## src/rtl/sifive_reset_pkg.sv

```systemverilog
// rtl/sifive_reset_pkg.sv - shared types, cause encodings and width helper for the reset sequencer
package sifive_reset_pkg;

    localparam logic [1:0] CAUSE_AREQ = 2'd0;
    localparam logic [1:0] CAUSE_EXT  = 2'd1;
    localparam logic [1:0] CAUSE_SW   = 2'd2;

    typedef enum logic [1:0] {
        HOLD  = 2'd0,
        STAGE = 2'd1,
        RUN   = 2'd2
    } state_e;

    function automatic int clog2(input int value);
        int width;
        width = 0;
        while ((1 << width) < value) width++;
        return width;
    endfunction

endpackage

```

## src/rtl/sifive_reset_sync_n.sv

```systemverilog
// rtl/sifive_reset_sync_n.sv - flop chain with async set; shifts d_i toward q_o
module sifive_reset_sync_n #(
    parameter int STAGES = 2
) (
    input  logic clk_i,
    input  logic set_i,
    input  logic d_i,
    output logic q_o
);

    logic [STAGES-1:0] chain_q;

    always_ff @(posedge clk_i or posedge set_i) begin
        if (set_i) begin
            chain_q <= '1;
        end else begin
            chain_q <= {chain_q[STAGES-2:0], d_i};
        end
    end

    assign q_o = chain_q[STAGES-1];

endmodule

```

## src/rtl/sifive_reset_sequencer.sv

```systemverilog
// rtl/sifive_reset_sequencer.sv - staged reset generator: hold, in-order release, glitch-filtered
// external request, software request and last-cause reporting
module sifive_reset_sequencer
    import sifive_reset_pkg::*;
#(
    parameter int SYNC_STAGES = 4,
    parameter int HOLD_BITS   = 8,
    parameter int NUM_OUT     = 4,
    parameter int GAP_CYCLES  = 16,
    parameter int FILTER_LEN  = 4
) (
    input  logic               clock,
    input  logic               areset,
    input  logic               ext_req,
    input  logic               sw_req,
    output logic [NUM_OUT-1:0] reset_out,
    output logic               ready,
    output logic [1:0]         cause
);

    localparam int GAP_W  = clog2(GAP_CYCLES + 1);
    localparam int IDX_W  = clog2(NUM_OUT + 1);
    localparam int FILT_W = clog2(FILTER_LEN + 1);

    localparam logic [HOLD_BITS-1:0] HOLD_MAX   = '1;
    localparam logic [GAP_W-1:0]     GAP_RELOAD = GAP_W'(GAP_CYCLES - 1);
    localparam logic [IDX_W-1:0]     LAST_IDX   = IDX_W'(NUM_OUT - 1);
    localparam logic [FILT_W-1:0]    FILT_MAX   = FILT_W'(FILTER_LEN);

    logic rst_int;
    logic ext_sync;
    logic ext_hit;
    logic req;

    state_e               state_q, state_d;
    logic [HOLD_BITS-1:0] hold_q, hold_d;
    logic [GAP_W-1:0]     gap_q, gap_d;
    logic [IDX_W-1:0]     idx_q, idx_d;
    logic [FILT_W-1:0]    filt_q, filt_d;
    logic [NUM_OUT-1:0]   out_q, out_d;
    logic                 ready_q, ready_d;
    logic [1:0]           cause_q, cause_d;

    // areset asserts immediately through the async set and releases after SYNC_STAGES edges
    sifive_reset_sync_n #(.STAGES(SYNC_STAGES)) u_rst_sync (
        .clk_i (clock),
        .set_i (areset),
        .d_i   (1'b0),
        .q_o   (rst_int)
    );

    sifive_reset_sync_n #(.STAGES(SYNC_STAGES)) u_ext_sync (
        .clk_i (clock),
        .set_i (1'b0),
        .d_i   (ext_req),
        .q_o   (ext_sync)
    );

    assign ext_hit = (filt_q == FILT_MAX);
    assign req     = ext_hit | sw_req;

    always_comb begin
        filt_d = '0;
        if (ext_sync) begin
            filt_d = (filt_q == FILT_MAX) ? filt_q : filt_q + FILT_W'(1);
        end
    end

    always_comb begin
        state_d = state_q;
        hold_d  = hold_q;
        gap_d   = gap_q;
        idx_d   = idx_q;
        out_d   = out_q;
        ready_d = ready_q;
        cause_d = cause_q;

        if (req) begin
            cause_d = ext_hit ? CAUSE_EXT : CAUSE_SW;
        end

        case (state_q)
            HOLD: begin
                if (req) begin
                    hold_d = HOLD_MAX;
                end else if (hold_q == '0) begin
                    out_d[0] = 1'b0;
                    idx_d    = IDX_W'(1);
                    gap_d    = GAP_RELOAD;
                    state_d  = (NUM_OUT == 1) ? RUN : STAGE;
                    ready_d  = (NUM_OUT == 1);
                end else begin
                    hold_d = hold_q - HOLD_BITS'(1);
                end
            end
            STAGE, RUN: begin
                if (req) begin
                    state_d = HOLD;
                    hold_d  = HOLD_MAX;
                    gap_d   = '0;
                    idx_d   = '0;
                    out_d   = '1;
                    ready_d = 1'b0;
                end else if (state_q == STAGE) begin
                    if (gap_q == '0) begin
                        for (int i = 0; i < NUM_OUT; i++) begin
                            if (idx_q == IDX_W'(i)) out_d[i] = 1'b0;
                        end
                        idx_d = idx_q + IDX_W'(1);
                        gap_d = GAP_RELOAD;
                        if (idx_q == LAST_IDX) begin
                            state_d = RUN;
                            ready_d = 1'b1;
                        end
                    end else begin
                        gap_d = gap_q - GAP_W'(1);
                    end
                end
            end
            default: begin
                state_d = HOLD;
            end
        endcase
    end

    always_ff @(posedge clock or posedge rst_int) begin
        if (rst_int) begin
            state_q <= HOLD;
            hold_q  <= HOLD_MAX;
            gap_q   <= '0;
            idx_q   <= '0;
            filt_q  <= '0;
            out_q   <= '1;
            ready_q <= 1'b0;
            cause_q <= CAUSE_AREQ;
        end else begin
            state_q <= state_d;
            hold_q  <= hold_d;
            gap_q   <= gap_d;
            idx_q   <= idx_d;
            filt_q  <= filt_d;
            out_q   <= out_d;
            ready_q <= ready_d;
            cause_q <= cause_d;
        end
    end

    assign reset_out = out_q;
    assign ready     = ready_q;
    assign cause     = cause_q;

endmodule

```

## config.mk

```make
export PLATFORM = sky130hd
export DESIGN_NAME = sifive_reset_sequencer
export DESIGN_NICKNAME = d
export VERILOG_FILES = /design/src/rtl/sifive_reset_pkg.sv /design/src/rtl/sifive_reset_sync_n.sv /design/src/rtl/sifive_reset_sequencer.sv
export SDC_FILE = /design/constraint.sdc
export NUM_CORES = 1
export LEC_CHECK = 0
export BUFFER_PORTS_ARGS = -buffer_cell sky130_fd_sc_hd__buf_2
export CORE_MARGIN = 4
export CORE_UTILIZATION = 51
export CTS_BUF_LIST = sky130_fd_sc_hd__clkbuf_8
export CTS_CLUSTER_SIZE = 20
export DETAILED_ROUTE_END_ITERATION = 12
export PLACE_DENSITY = 0.68
export SYNTH_ARGS = -nofsm -noshare
export SYNTH_HDL_FRONTEND = slang
export SYNTH_SLANG_ARGS = --single-unit
```

## constraint.sdc

```tcl
create_clock -name clock -period 1.08 [get_ports clock]
set_input_delay 0 -clock clock [delete_from_list [all_inputs] [get_ports clock]]
set_output_delay 0 -clock clock [all_outputs]
set_load 0.05 [all_outputs]
```

After elaboration in Yosys (flattened, before gate mapping). Cells that the tools add are included.

Add/subtract/negate cells: 4. Eq/ne operators: 15. Mux-type cells: 41. Bitwise gates (word level): 1. Reductions and logical operators: 20.

Operator list (number): 5-bit two-way mux (5); 8-bit two-way mux (3); 3-bit two-way mux (7); 8-bit one-hot mux with 2 select lines (1); 4-bit AND reduction (4); 3-bit inequality test, second input constant (5); 2-bit two-way mux (7); 4-bit two-way mux (3); 6-bit AND reduction (2); 2-bit nonzero test (6); 1-bit two-way mux (10); 5-bit one-hot mux with 2 select lines (1); 5-bit AND reduction (2); 8-bit logical NOT (1); 2-bit inequality test, second input constant (4); 8-bit by 1-bit subtractor with 8-bit output, second input constant (1); 3-bit by 1-bit adder with 3-bit output, second input constant (2); 3-bit by 2-bit equality test with 1-bit output, second input constant (2); 3-bit one-hot mux with 2 select lines (1); 5-bit logical NOT (1); 5-bit by 1-bit subtractor with 5-bit output, second input constant (1); 1-bit one-hot mux with 2 select lines (2); 2-bit one-hot mux with 2 select lines (1); 3-bit by 1-bit equality test with 1-bit output, second input constant (1); other kinds (8) (8).

Bits in registers: 36. Input bits: 4. Output and inout port bits: 7. Word-level logic and storage cells: 94.

Depth between registers and ports, before layout. Gate-level depths: netlist of the first run.

Depth after elaboration: 6. Mapped depth: 7. Depth with buffers taken out: 6.

Cells and area by module. From an unflattened synthesis of the first run, not the netlist that was laid out.

Cells, all modules: 196. Area, all modules: 1980.6 µm².

Modules (own cells, without submodules): sifive_reset_sequencer (instances 1, cells each 186, area an instance 1762.9 µm², seq. area each 715.7 µm²); sifive_reset_sync_n (instances 2, cells each 5, area an instance 108.9 µm², seq. area each 105.1 µm²).

Worst setup path after synthesis of the first run. No wires, ideal clock.

Kind: register to register. From: register hold_q[0]. To: register idx_q[2]. Library setup time: 125 ps. Data arrival time: 1714 ps. Data required time: 955 ps. Path slack: -759 ps. Cell stages (with the launch flop): 7. Path buffers: 0. Period minus slack after synthesis: 1839 ps. Cell sequence: dfstp_2 > inv_1 > ha_1 > or4b_4 > o21ai_4 > o211a_4 > mux2_4.

Cells in the longest elaborated chain, start to end: 3.

Ends and longest elaborated chain: start: declaration (RTL line sifive_reset_sequencer.sv:36) `logic [HOLD_BITS-1:0] hold_q, hold_d;`; start signal: assignment (RTL line sifive_reset_sequencer.sv:138) `hold_q <= hold_d;`; 8-bit logical NOT (RTL line sifive_reset_sequencer.sv:86) `end else if (hold_q == '0) begin`; 2-bit inequality test (no source line); 5-bit AND reduction (no source line); end signal: assignment (RTL line sifive_reset_sequencer.sv:140) `idx_q <= idx_d;`; end: declaration (RTL line sifive_reset_sequencer.sv:38) `logic [IDX_W-1:0] idx_q, idx_d;`.

No other way between the ends. A chain may end at the register's enable or synchronous reset.

Final worst setup path of the first run. Same ends and word-level chain as after synthesis.

==> impl_metrics.ini, run 1 <==
[yosys]
yosys.area_share.simple = 0.152
ys_types = 60
synth_area_mm2 = 0.00202
yosys_warnings = 0
syn_nets = 217
synth_compound_area_frac = 0.230
synth-edff-count = 0
synth_xor_area_frac = 0.00434
synth_top_family_by_area = compound AO/OA/AOI/OAI gates
ys_seq_area_frac = 0.446
async_reset_ff_frac = 0.889
yosys-mux-area-fraction = 0.0291
ys.flop_type = dfstp_2
netlist_instances = 200
ys_ff_latch = 36
synth_fa_ha_area_frac = 0.0805
avgSynthCellArea_um2 = 10.1

[routing]
avgViaCountPerCell = 5.83
drtIter0Drc = 106
routedWlPerCell_um = 16.7
drc = 0
drtAntennaViolNets = 0
first_pass_iters = 4
wl_mm = 5.55
vias = 1940

[worst_setup_path]
worstSetupPathType = register to register
crit_required_ns = 1.26
cp_max_fo = 2
crit_chain = inv_2, ha_4, or4b_4, o21ai_4, o211a_4, mux2_4
cp.arrival_ns = 2.01
cpPeakStageDelay_ns = 0.48
crit_path_end_kind = register
cp_slowest_cell = or4b_4
start_kind = register

[global_routing]
grt_max_degree = 26
overflow = 0
antenna_found_initial = 0
grt_pass1_vias = 2025
gr-usage-all-layers = 0.227
grt_pass1_wl_mm = 9.17

[cells_and_area]
area_delta_synth_final_pct = 50.6
instances_no_fill = 333
insertedDiodeCount = 0
final_area_mm2 = 0.00304
drive_above_1_share = 0.551
fin_nets = 301

[clock_network]
clock_path_buffers = 2
clkLatencyLatePin_ns = 0.30
cts_root_buf = clkbuf_8
clk_pin_slew_ns = 0.08
tritoncts = built
clock_sinks = 36
cts_max_level = 2
cts_buffers = 5

[timing]
max_freq_mhz = 547
setup_viol = 27
finalHoldViolations = 0
rsz0062_at_grt = yes
drv_slew = 0
layout_setup_ws_ns = -0.749
finalHoldWorstSlack_ns = 0.0669
fin_skew_ns = 0.00863
min_period_over_period = 1.69
period_needed_ns = 1.83

[placed_design]
gp_congestion = 0.857
placed_area_mm2 = 0.00264
hpwl_mm = 3.80
dp.cells = 310
place_ws_ns = -0.704
io_buffers = 10

[power]
peakVddDrop_mv = 0.935
power_density_mw_per_mm2 = 2170
leakage_uw = 0.00134

[floorplan]
ios = 11
rows = 22
dieArea_mm2 = 0.00503
start_util = 0.539
coreArea_mm2 = 0.00374
dieHeight_um = 70.9
die_x_um = 70.9

[hold_path]
hp-class = input port to register

[run_status]
outcome = finished, violations left
violations = negative setup slack

[flow_run]
drv_cap = 0
power by group:
part	leakage, µW	switching [µW]	internal [µW]
Clock	0.0000447	526	458
Sequential	0.000405	144	1600
Combinational	0.000895	1920	1940
sequential cells by signal, summed over array words and instances (netlist names):
signal	flops
cause	2
filt_q	3
gap_q	5
hold_q	8
idx_q	3
ready	1
reset_out	4
state_q	2
u_ext_sync.chain_q	4
u_rst_sync.chain_q	4
through the flow:
stage	utilization	power (µW)	setup TNS, ns
2_1_floorplan	-	3490	-11.08
3_3_place_gp	0.704	4640	-13.14
3_5_place_dp	0.704	4840	-14.25
4_1_cts	0.785	6240	-14.00
5_1_grt	0.812	6990	-16.53
6_report	0.812	6590	-14.88
worst max-delay path: cells and delay by family (launching register included):
family	cells	cell delay [ns]
fa+ha+maj	1	0.13
simple gates	1	0.48
flops	1	0.38
mux	1	0.29
buf+inv	1	0.07
compound gates	2	0.35
routing by layer:
layer  GRT usage  wire length (µm)  vias up
met1       0.255              2160      962
li1            -                 -      889
met5           0                 0        -
met4      0.0877               176        0
met2       0.418              2990       64
met3      0.0469               227       25
area by class of cell:
| type | count | area (µm²) |
|---|---|---|
| timing repair buffer | 85 | 682 |
| sequential | 36 | 901 |
| multi-input combinational | 136 | 1230 |
| fill | 237 | 703 |
| inverter | 20 | 77.6 |
| tap | 48 | 60.1 |
| clock inverter | 3 | 22.5 |
| clock buffer | 5 | 68.8 |
final timing paths:
check / startpoint / to / slack [ns] / cells after the start
max reg2reg: hold_q[0] / idx_q[2] / -0.75 / 6
min in group asynchronous: areset / u_rst_sync.chain_q[1] / 0.31 / 3
max: hold_q[0] / idx_q[2] / -0.75 / 6
max in group asynchronous: u_rst_sync.chain_q[3] / reset_out[0] / 0.46 / 2
min reg2reg: u_ext_sync.chain_q[0] / u_ext_sync.chain_q[1] / 0.33 / 0
min: sw_req / cause[0] / 0.07 / 3
synth_stat cells, drive strengths merged (3+ instances only):
| master | instances | area (µm²) |
|---|---|---|
| nand3 | 6 | 35.0 |
| a21oi | 15 | 78.8 |
| mux2 | 4 | 48.8 |
| a211oi | 4 | 30.0 |
| buf | 3 | 20.0 |
| nand2 | 7 | 26.3 |
| dfrtp | 16 | 400 |
| a21o | 4 | 30.0 |
| a41o | 3 | 30.0 |
| a31oi | 5 | 31.3 |
| dfstp | 16 | 420 |
| and2 | 4 | 25.0 |
| nand4 | 4 | 25.0 |
| clkbuf | 5 | 18.8 |
| dfxtp | 4 | 80.1 |
| nor2 | 20 | 77.6 |
| ha | 13 | 163 |
| inv | 20 | 75.1 |
| nor3 | 4 | 20.0 |
| o21ai | 6 | 45.1 |
| o32a | 3 | 30.0 |
kinds of logic after synthesis:
| group | count (synthesis) |
|---|---|
| adders and majority gates | 13 |
| and+or+nand+nor | 55 |
| DFF | 36 |
| buffers and inverters | 28 |
| other | 1 |
| AOI/OAI and AO/OA | 61 |
| muxes | 5 |
| xor gates and xnor gates | 1 |
cells in the final DEF, fill, tap and decap left out, types with 5 or more instances in the layout:
cell,synthesis,layout
a31oi_1,5,5
inv_1,19,15
buf_6,1,11
a21oi_1,14,12
ha_1,13,6
buf_2,1,6
dfrtp_1,16,16
nor2_1,19,18
buf_4,0,65
dfstp_2,16,16
clkbuf_8,0,5
timing repair:
action / CTS / global route
hold endpoints to repair: 5 / 0
hold buffers: 2 / 0
buffers inserted: 12 / 6
endpoints found under the setup margin: 31 / 28
gates resized for setup: 28 / 23
pin swaps: 5 / 17
No activity file was read; power rests on OpenSTA's default activity.
==> inputs of run 2 (changes only) <==
--- a/config.mk
+++ b/config.mk
@@ -12,6 +12,7 @@
 export CTS_CLUSTER_SIZE = 20
 export DETAILED_ROUTE_END_ITERATION = 12
 export PLACE_DENSITY = 0.68
+export SETUP_SLACK_MARGIN = 0.2
 export SYNTH_ARGS = -nofsm -noshare
 export SYNTH_HDL_FRONTEND = slang
 export SYNTH_SLANG_ARGS = --single-unit
==> run 2 against run 1 <==
The run still ends with negative setup slack left; cell count up 2.1%; combinational power up 5.7%; sequential power about the same; die area stayed put; critical path type unchanged; highest routed layer unchanged.
==> impl_metrics.ini, run 2 (synthesis results as in run 1) <==
[clock_network]
tritoncts = built
cts_max_level = 2
clock_path_buffers = 2
cts_root_buf = clkbuf_8
clkLatencyLatePin_ns = 0.29
clk_pin_slew_ns = 0.08
cts_buffers = 5
clock_sinks = 36

[cells_and_area]
fin_nets = 308
insertedDiodeCount = 0
regMostFlops = hold_q
reg.largest.list = hold_q x8, gap_q x5
final_common_cell = buf_4
largest_reg_flops = 8
area_delta_synth_final_pct = 61.0
drive_above_1_share = 0.592
layout_common_cells = buf_4 (65), nor2_1 (17), dfrtp_1 (16), dfstp_2 (16), buf_6 (16)
nFillCells = 157

[flow_run]
drv_cap = 0

[timing]
finalHoldViolations = 0
tns_ns = -15.24
layout_setup_ws_ns = -0.764
setup_viol = 26
max_slew_margin = 0.626
drv_slew = 0
min_period_over_period = 1.71
max_freq_mhz = 542
worstMarginPinSlew_ns = 0.557
fin_skew_ns = 0.00710
period_needed_ns = 1.84
rsz0062_at_grt = yes
finalHoldWorstSlack_ns = 0.0189

[worst_setup_path]
cp_max_fo = 5
r2r_end = gap_q[3]
start_kind = register
worstSetupPathType = register to register
crit_path_end_kind = register
crit_required_ns = 1.26
r2r_cells = 8
cp.arrival_ns = 2.02
worst_r2r_startpoint = hold_q[1]
worstSetupStartpoint = hold_q[1]
reg2reg_slack_ns = -0.76
critPathCapture = gap_q[3]

[global_routing]
antenna_found_initial = 0
grt_pass1_vias = 2152
grt_pass1_wl_mm = 10.1
grt_max_degree = 29
overflow = 0
gr-usage-all-layers = 0.249

[placed_design]
place_ws_ns = -0.729
gp_congestion = 0.852
io_buffers = 10
hpwl_mm = 3.74

[routing]
vias = 1994
first_pass_iters = 5
wl_mm = 6.54
drtIter0Drc = 171
avgViaCountPerCell = 5.86
drc = 0
drtAntennaViolNets = 0
routedWlPerCell_um = 19.2

[floorplan]
dieHeight_um = 70.9
die_x_um = 70.9
ios = 11
rows = 22
coreArea_mm2 = 0.00374
start_util = 0.539
dieArea_mm2 = 0.00503

[power]
p_total_uw = 7040
leakage_uw = 0.00144
power_density_mw_per_mm2 = 2160
peakVddDrop_mv = 1.60

[hold_path]
hp-class = input port to register

[run_status]
violations = negative setup slack
outcome = finished, violations left
==> run 2: changes by cell type in the layout (fill, tap and decap cells not counted), sizes merged <==
cell / previous run / this run
buf: 83 / 89
bufinv: 0 / 1
clkinvlp: 1 / 2
dlygate4sd3: 2 / 3
inv: 21 / 19
==> run 2: metal layers <==
metal / GRT usage / part of all wire / vias up
li1: - / - / 898
met1: 0.314 / 0.38 / 970
met4: 0.0898 / 0.032 / 0
met3: 0.0540 / 0.065 / 20
met2: 0.419 / 0.52 / 106
met5: 0 / 0 / -
==> run 2: stage by stage <==
stage	utilization	area (µm²)	instances
detailed placement	0.702	2630	308
global placement	0.702	2630	308
floorplan	-	2120	200
global route	0.869	3250	340
finish	0.869	3250	340
CTS	0.819	3070	330
==> run 2: worst max-delay path, stage by stage (launching register included) <==
cell and delay, ns:
dfstp_2 0.38, inv_2 0.08, ha_4 0.14, nor4b_4 0.19
buf_4 0.20, nand3_4 0.12, buf_6 0.16, o211a_1 0.21
a221oi_2 0.24
==> run 2: final cells by class <==
class,count,area (µm²),area share
Clock inverter,3,42.5,0.0131
Clock buffer,5,68.8,0.0212
Multi-Input combinational cell,136,1310,0.401
Sequential cell,36,901,0.277
Tap cell,48,60.1,0.0185
Inverter,20,81.3,0.0250
Timing Repair Buffer,92,793,0.244
==> run 2: repair_timing <==
item	in CTS	in global routing
endpoints found under the hold margin	6	0
endpoints found under the setup margin	35	35
gates resized for setup	55	22
buffers inserted	11	10
hold buffers	3	0
pin swaps	15	9
==> run 2: power breakdown <==
part,total (µW),leakage (µW),switching (µW),internal [µW]
Clock,1190,0.0000541,510,683
Combinational,4080,0.000979,2040,2040
Sequential,1770,0.000405,163,1600
==> run 2: how the worst min path moves through the flow <==
| stage | slack, ns | start | end | depth (start not counted) |
|---|---|---|---|---|
| 3_5_place_dp | 0.1 | areset | u_rst_sync.chain_q[1] | 2 |
| 6_report | 0.02 | sw_req | cause[1] | 2 |
| 2_1_floorplan | -0.04 | areset | u_rst_sync.chain_q[0] | 1 |
| 5_1_grt | 0.03 | sw_req | cause[1] | 2 |
| 3_3_place_gp | 0.07 | areset | u_rst_sync.chain_q[0] | 2 |
| 4_1_cts | 0.007 | sw_req | cause[1] | 2 |
==> inputs of run 3 (changes only) <==
--- a/config.mk
+++ b/config.mk
@@ -7,11 +7,11 @@
 export LEC_CHECK = 0
 export BUFFER_PORTS_ARGS = -buffer_cell sky130_fd_sc_hd__buf_2
 export CORE_MARGIN = 4
-export CORE_UTILIZATION = 51
+export CORE_UTILIZATION = 62
 export CTS_BUF_LIST = sky130_fd_sc_hd__clkbuf_8
 export CTS_CLUSTER_SIZE = 20
 export DETAILED_ROUTE_END_ITERATION = 12
-export PLACE_DENSITY = 0.68
+export PLACE_DENSITY_LB_ADDON = 0.05
 export SETUP_SLACK_MARGIN = 0.2
 export SYNTH_ARGS = -nofsm -noshare
 export SYNTH_HDL_FRONTEND = slang
==> run 3 against run 2 <==
Synthesized area did not move; the run now fails in clock tree synthesis (4_1_cts); synthesized cell count did not move.
==> impl_metrics.ini, run 3 <==
[clock_network]
cts_root_buf = clkbuf_8
clock_sinks = 36
cts_buffers = 5
cts-resized-gates = 60
cts_setup_buffers = 15
ctsHoldBuffers = 3
clock_path_buffers = 2
cts_max_level = 2

[floorplan]
start_util = 0.656
die_x_um = 65.1
dieHeight_um = 65.1
rows = 20
ios = 11

[yosys]
netlist_instances = 200
yosys_warnings = 0
ys_seq_area_frac = 0.446
syn_nets = 217
synth_area_mm2 = 0.00202
ys_ff_latch = 36
synth_top_cell_area_share = 0.208
yosysTopAreaCell = dfstp_2
netlist_top_cells_count = inv_1 (19), nor2_1 (19), dfrtp_1 (16), dfstp_2 (16), a21oi_1 (14)
avgSynthCellArea_um2 = 10.1
ys_types = 60
synth_area_leaders = dfstp_2 (21%), dfrtp_1 (20%), ha_1 (8.1%)
synth-edff-count = 0
async_reset_ff_frac = 0.889
ys.flop_type = dfstp_2

[placed_design]
hpwl_mm = 3.80
gp_congestion = 0.891
placed_area_mm2 = 0.00260
io_buffers = 10

[run_status]
stop_stage = clock tree synthesis (4_1_cts)
outcome = aborted with a tool error
tool.error = [ERROR DPL-0033] detailed placement checks failed during check placement.
-- run 3: through the flow --
stage	hold slack, ns	instances	setup slack [ns]	utilization
after global placement	0.0665	301	-0.675	0.845
after detailed placement	0.0890	301	-0.773	0.845
after floorplan	-0.0448	200	-0.695	-
-- run 3: kinds of logic after synthesis --
family | after synthesis | share of synthesized area
compound gates | 61 | 0.230
simple gates | 55 | 0.152
flops | 36 | 0.446
buf+inv | 28 | 0.0564
fa+ha+maj | 13 | 0.0805
mux | 5 | 0.0291
other cells | 1 | 0.00186
xor+xnor | 1 | 0.00434
==> inputs of run 4 (changes only) <==
--- a/config.mk
+++ b/config.mk
@@ -7,12 +7,9 @@
 export LEC_CHECK = 0
 export BUFFER_PORTS_ARGS = -buffer_cell sky130_fd_sc_hd__buf_2
 export CORE_MARGIN = 4
-export CORE_UTILIZATION = 62
-export CTS_BUF_LIST = sky130_fd_sc_hd__clkbuf_8
-export CTS_CLUSTER_SIZE = 20
+export CORE_UTILIZATION = 40
 export DETAILED_ROUTE_END_ITERATION = 12
-export PLACE_DENSITY_LB_ADDON = 0.05
-export SETUP_SLACK_MARGIN = 0.2
+export PLACE_DENSITY_LB_ADDON = 0.15
 export SYNTH_ARGS = -nofsm -noshare
 export SYNTH_HDL_FRONTEND = slang
 export SYNTH_SLANG_ARGS = --single-unit
==> run 4 against run 3 <==
The flow now finishes, with violations (negative setup slack).
==> impl_metrics.ini, run 4 (synthesis results as in run 1) <==
[run_status]
outcome = finished, violations left
violations = negative setup slack

[cells_and_area]
insertedDiodeCount = 0
reg.largest.list = hold_q x8, gap_q x5
nFillCells = 397
largest_reg_flops = 8
regMostFlops = hold_q
area_delta_synth_final_pct = 52.2
fin_nets = 297
final_common_cell = buf_4
final_util = 0.638
drive_above_1_share = 0.541
layout_common_cells = buf_4 (57), nor2_1 (18), dfrtp_1 (16), dfstp_2 (16)

[worst_setup_path]
worstSetupStartpoint = hold_q[1]
crit_required_ns = 1.26
crit_path_end_kind = register
critPathCapture = idx_q[2]
start_kind = register
crit_buf_inv = 1
r2r_end = idx_q[2]
crit_chain = inv_2, ha_4, or4b_4, o21ai_4, o211a_4, mux2_4
worstSetupPathType = register to register
crit_family = simple AND/OR/NAND/NOR gates
cp.arrival_ns = 2.01
cp_max_fo = 2
r2r_cells = 6
reg2reg_slack_ns = -0.75
cp_slowest_cell = or4b_4
cpPeakStageDelay_ns = 0.48
cp.depth = 6
worst_r2r_startpoint = hold_q[1]

[global_routing]
grt_pass1_vias = 1925
grt_pass1_wl_mm = 9.23
gr-usage-all-layers = 0.189
grt_max_degree = 17
antenna_found_initial = 0
overflow = 0

[placed_design]
hpwl_mm = 3.71
gp_congestion = 0.875
place_ws_ns = -0.717
io_buffers = 10

[clock_network]
clk_pin_slew_ns = 0.08
cts_max_level = 2
clock_path_buffers = 2
cts_buffers = 5
clkLatencyLatePin_ns = 0.30
clock_sinks = 36
tritoncts = built
cts_root_buf = clkbuf_8

[routing]
vias = 1839
wl_mm = 5.35
routedWlPerCell_um = 15.4
drtAntennaViolNets = 0
drtIter0Drc = 93
first_pass_iters = 4
drc = 0
avgViaCountPerCell = 5.28

[timing]
max_freq_mhz = 547
rsz0062_at_grt = yes
fin_skew_ns = 0.00824
layout_setup_ws_ns = -0.747
max_slew_margin = 0.649
finalHoldViolations = 0
finalHoldWorstSlack_ns = 0.00528
min_period_over_period = 1.69
tns_ns = -13.74
period_needed_ns = 1.83
worstMarginPinSlew_ns = 0.524
drv_slew = 0
setup_viol = 25

[floorplan]
rows = 25
dieArea_mm2 = 0.00625
die_x_um = 79.1
coreArea_mm2 = 0.00482
ios = 11
start_util = 0.419
dieHeight_um = 79.1

[hold_path]
hp-class = input port to register

[power]
power_density_mw_per_mm2 = 2120
peakVddDrop_mv = 1.22
leakage_uw = 0.00134
p_total_uw = 6500

[flow_run]
drv_cap = 0
## run 4: stage by stage
step	std cells	area, µm²
2_1_floorplan	200	2110
3_3_place_gp	324	2610
3_5_place_dp	324	2610
4_1_cts	343	2990
5_1_grt	348	3070
6_report	348	3070
## run 4: final cells by class
cell class | count | area (µm²) | area share
clock buffers | 6 | 93.8 | 0.0305
multi-input cells | 136 | 1250 | 0.406
repair buffers | 81 | 657 | 0.214
flip-flops and latches | 36 | 901 | 0.293
clock inverters | 2 | 12.5 | 0.00407
well taps | 67 | 83.8 | 0.0273
inverters | 20 | 77.6 | 0.0252
## run 4: metal layers
layer  up-vias  track usage  wire length [µm]
met5         -            0                 0
met4         0       0.0790               180
met3        17       0.0408               224
met2        45        0.302              2590
met1       899        0.247              2360
li1        878            -                 -
## run 4: what timing repair did
item                                    in CTS  in global routing
buffers inserted                             9                  8
hold buffers                                 3                  0
pin swaps                                   16                 12
hold endpoints to repair                     6                  0
resized for setup                           43                 14
endpoints found under the setup margin      32                 28
## run 4: report_power, final
group	total [µW]	internal (µW)	switching, µW	leakage (µW)
clock network	1100	590	514	0.0000523
logic	3650	1850	1800	0.000879
registers	1750	1600	143	0.000405
## run 4: worst min path at each step
stage,from,end,slack [ns],depth (start not counted)
4_1_cts,sw_req,cause[1],0.0007,2
6_report,sw_req,cause[1],0.005,2
2_1_floorplan,areset,u_rst_sync.chain_q[0],-0.04,1
3_3_place_gp,areset,u_rst_sync.chain_q[3],0.07,2
5_1_grt,sw_req,cause[1],0.02,2
3_5_place_dp,areset,u_rst_sync.chain_q[1],0.08,2
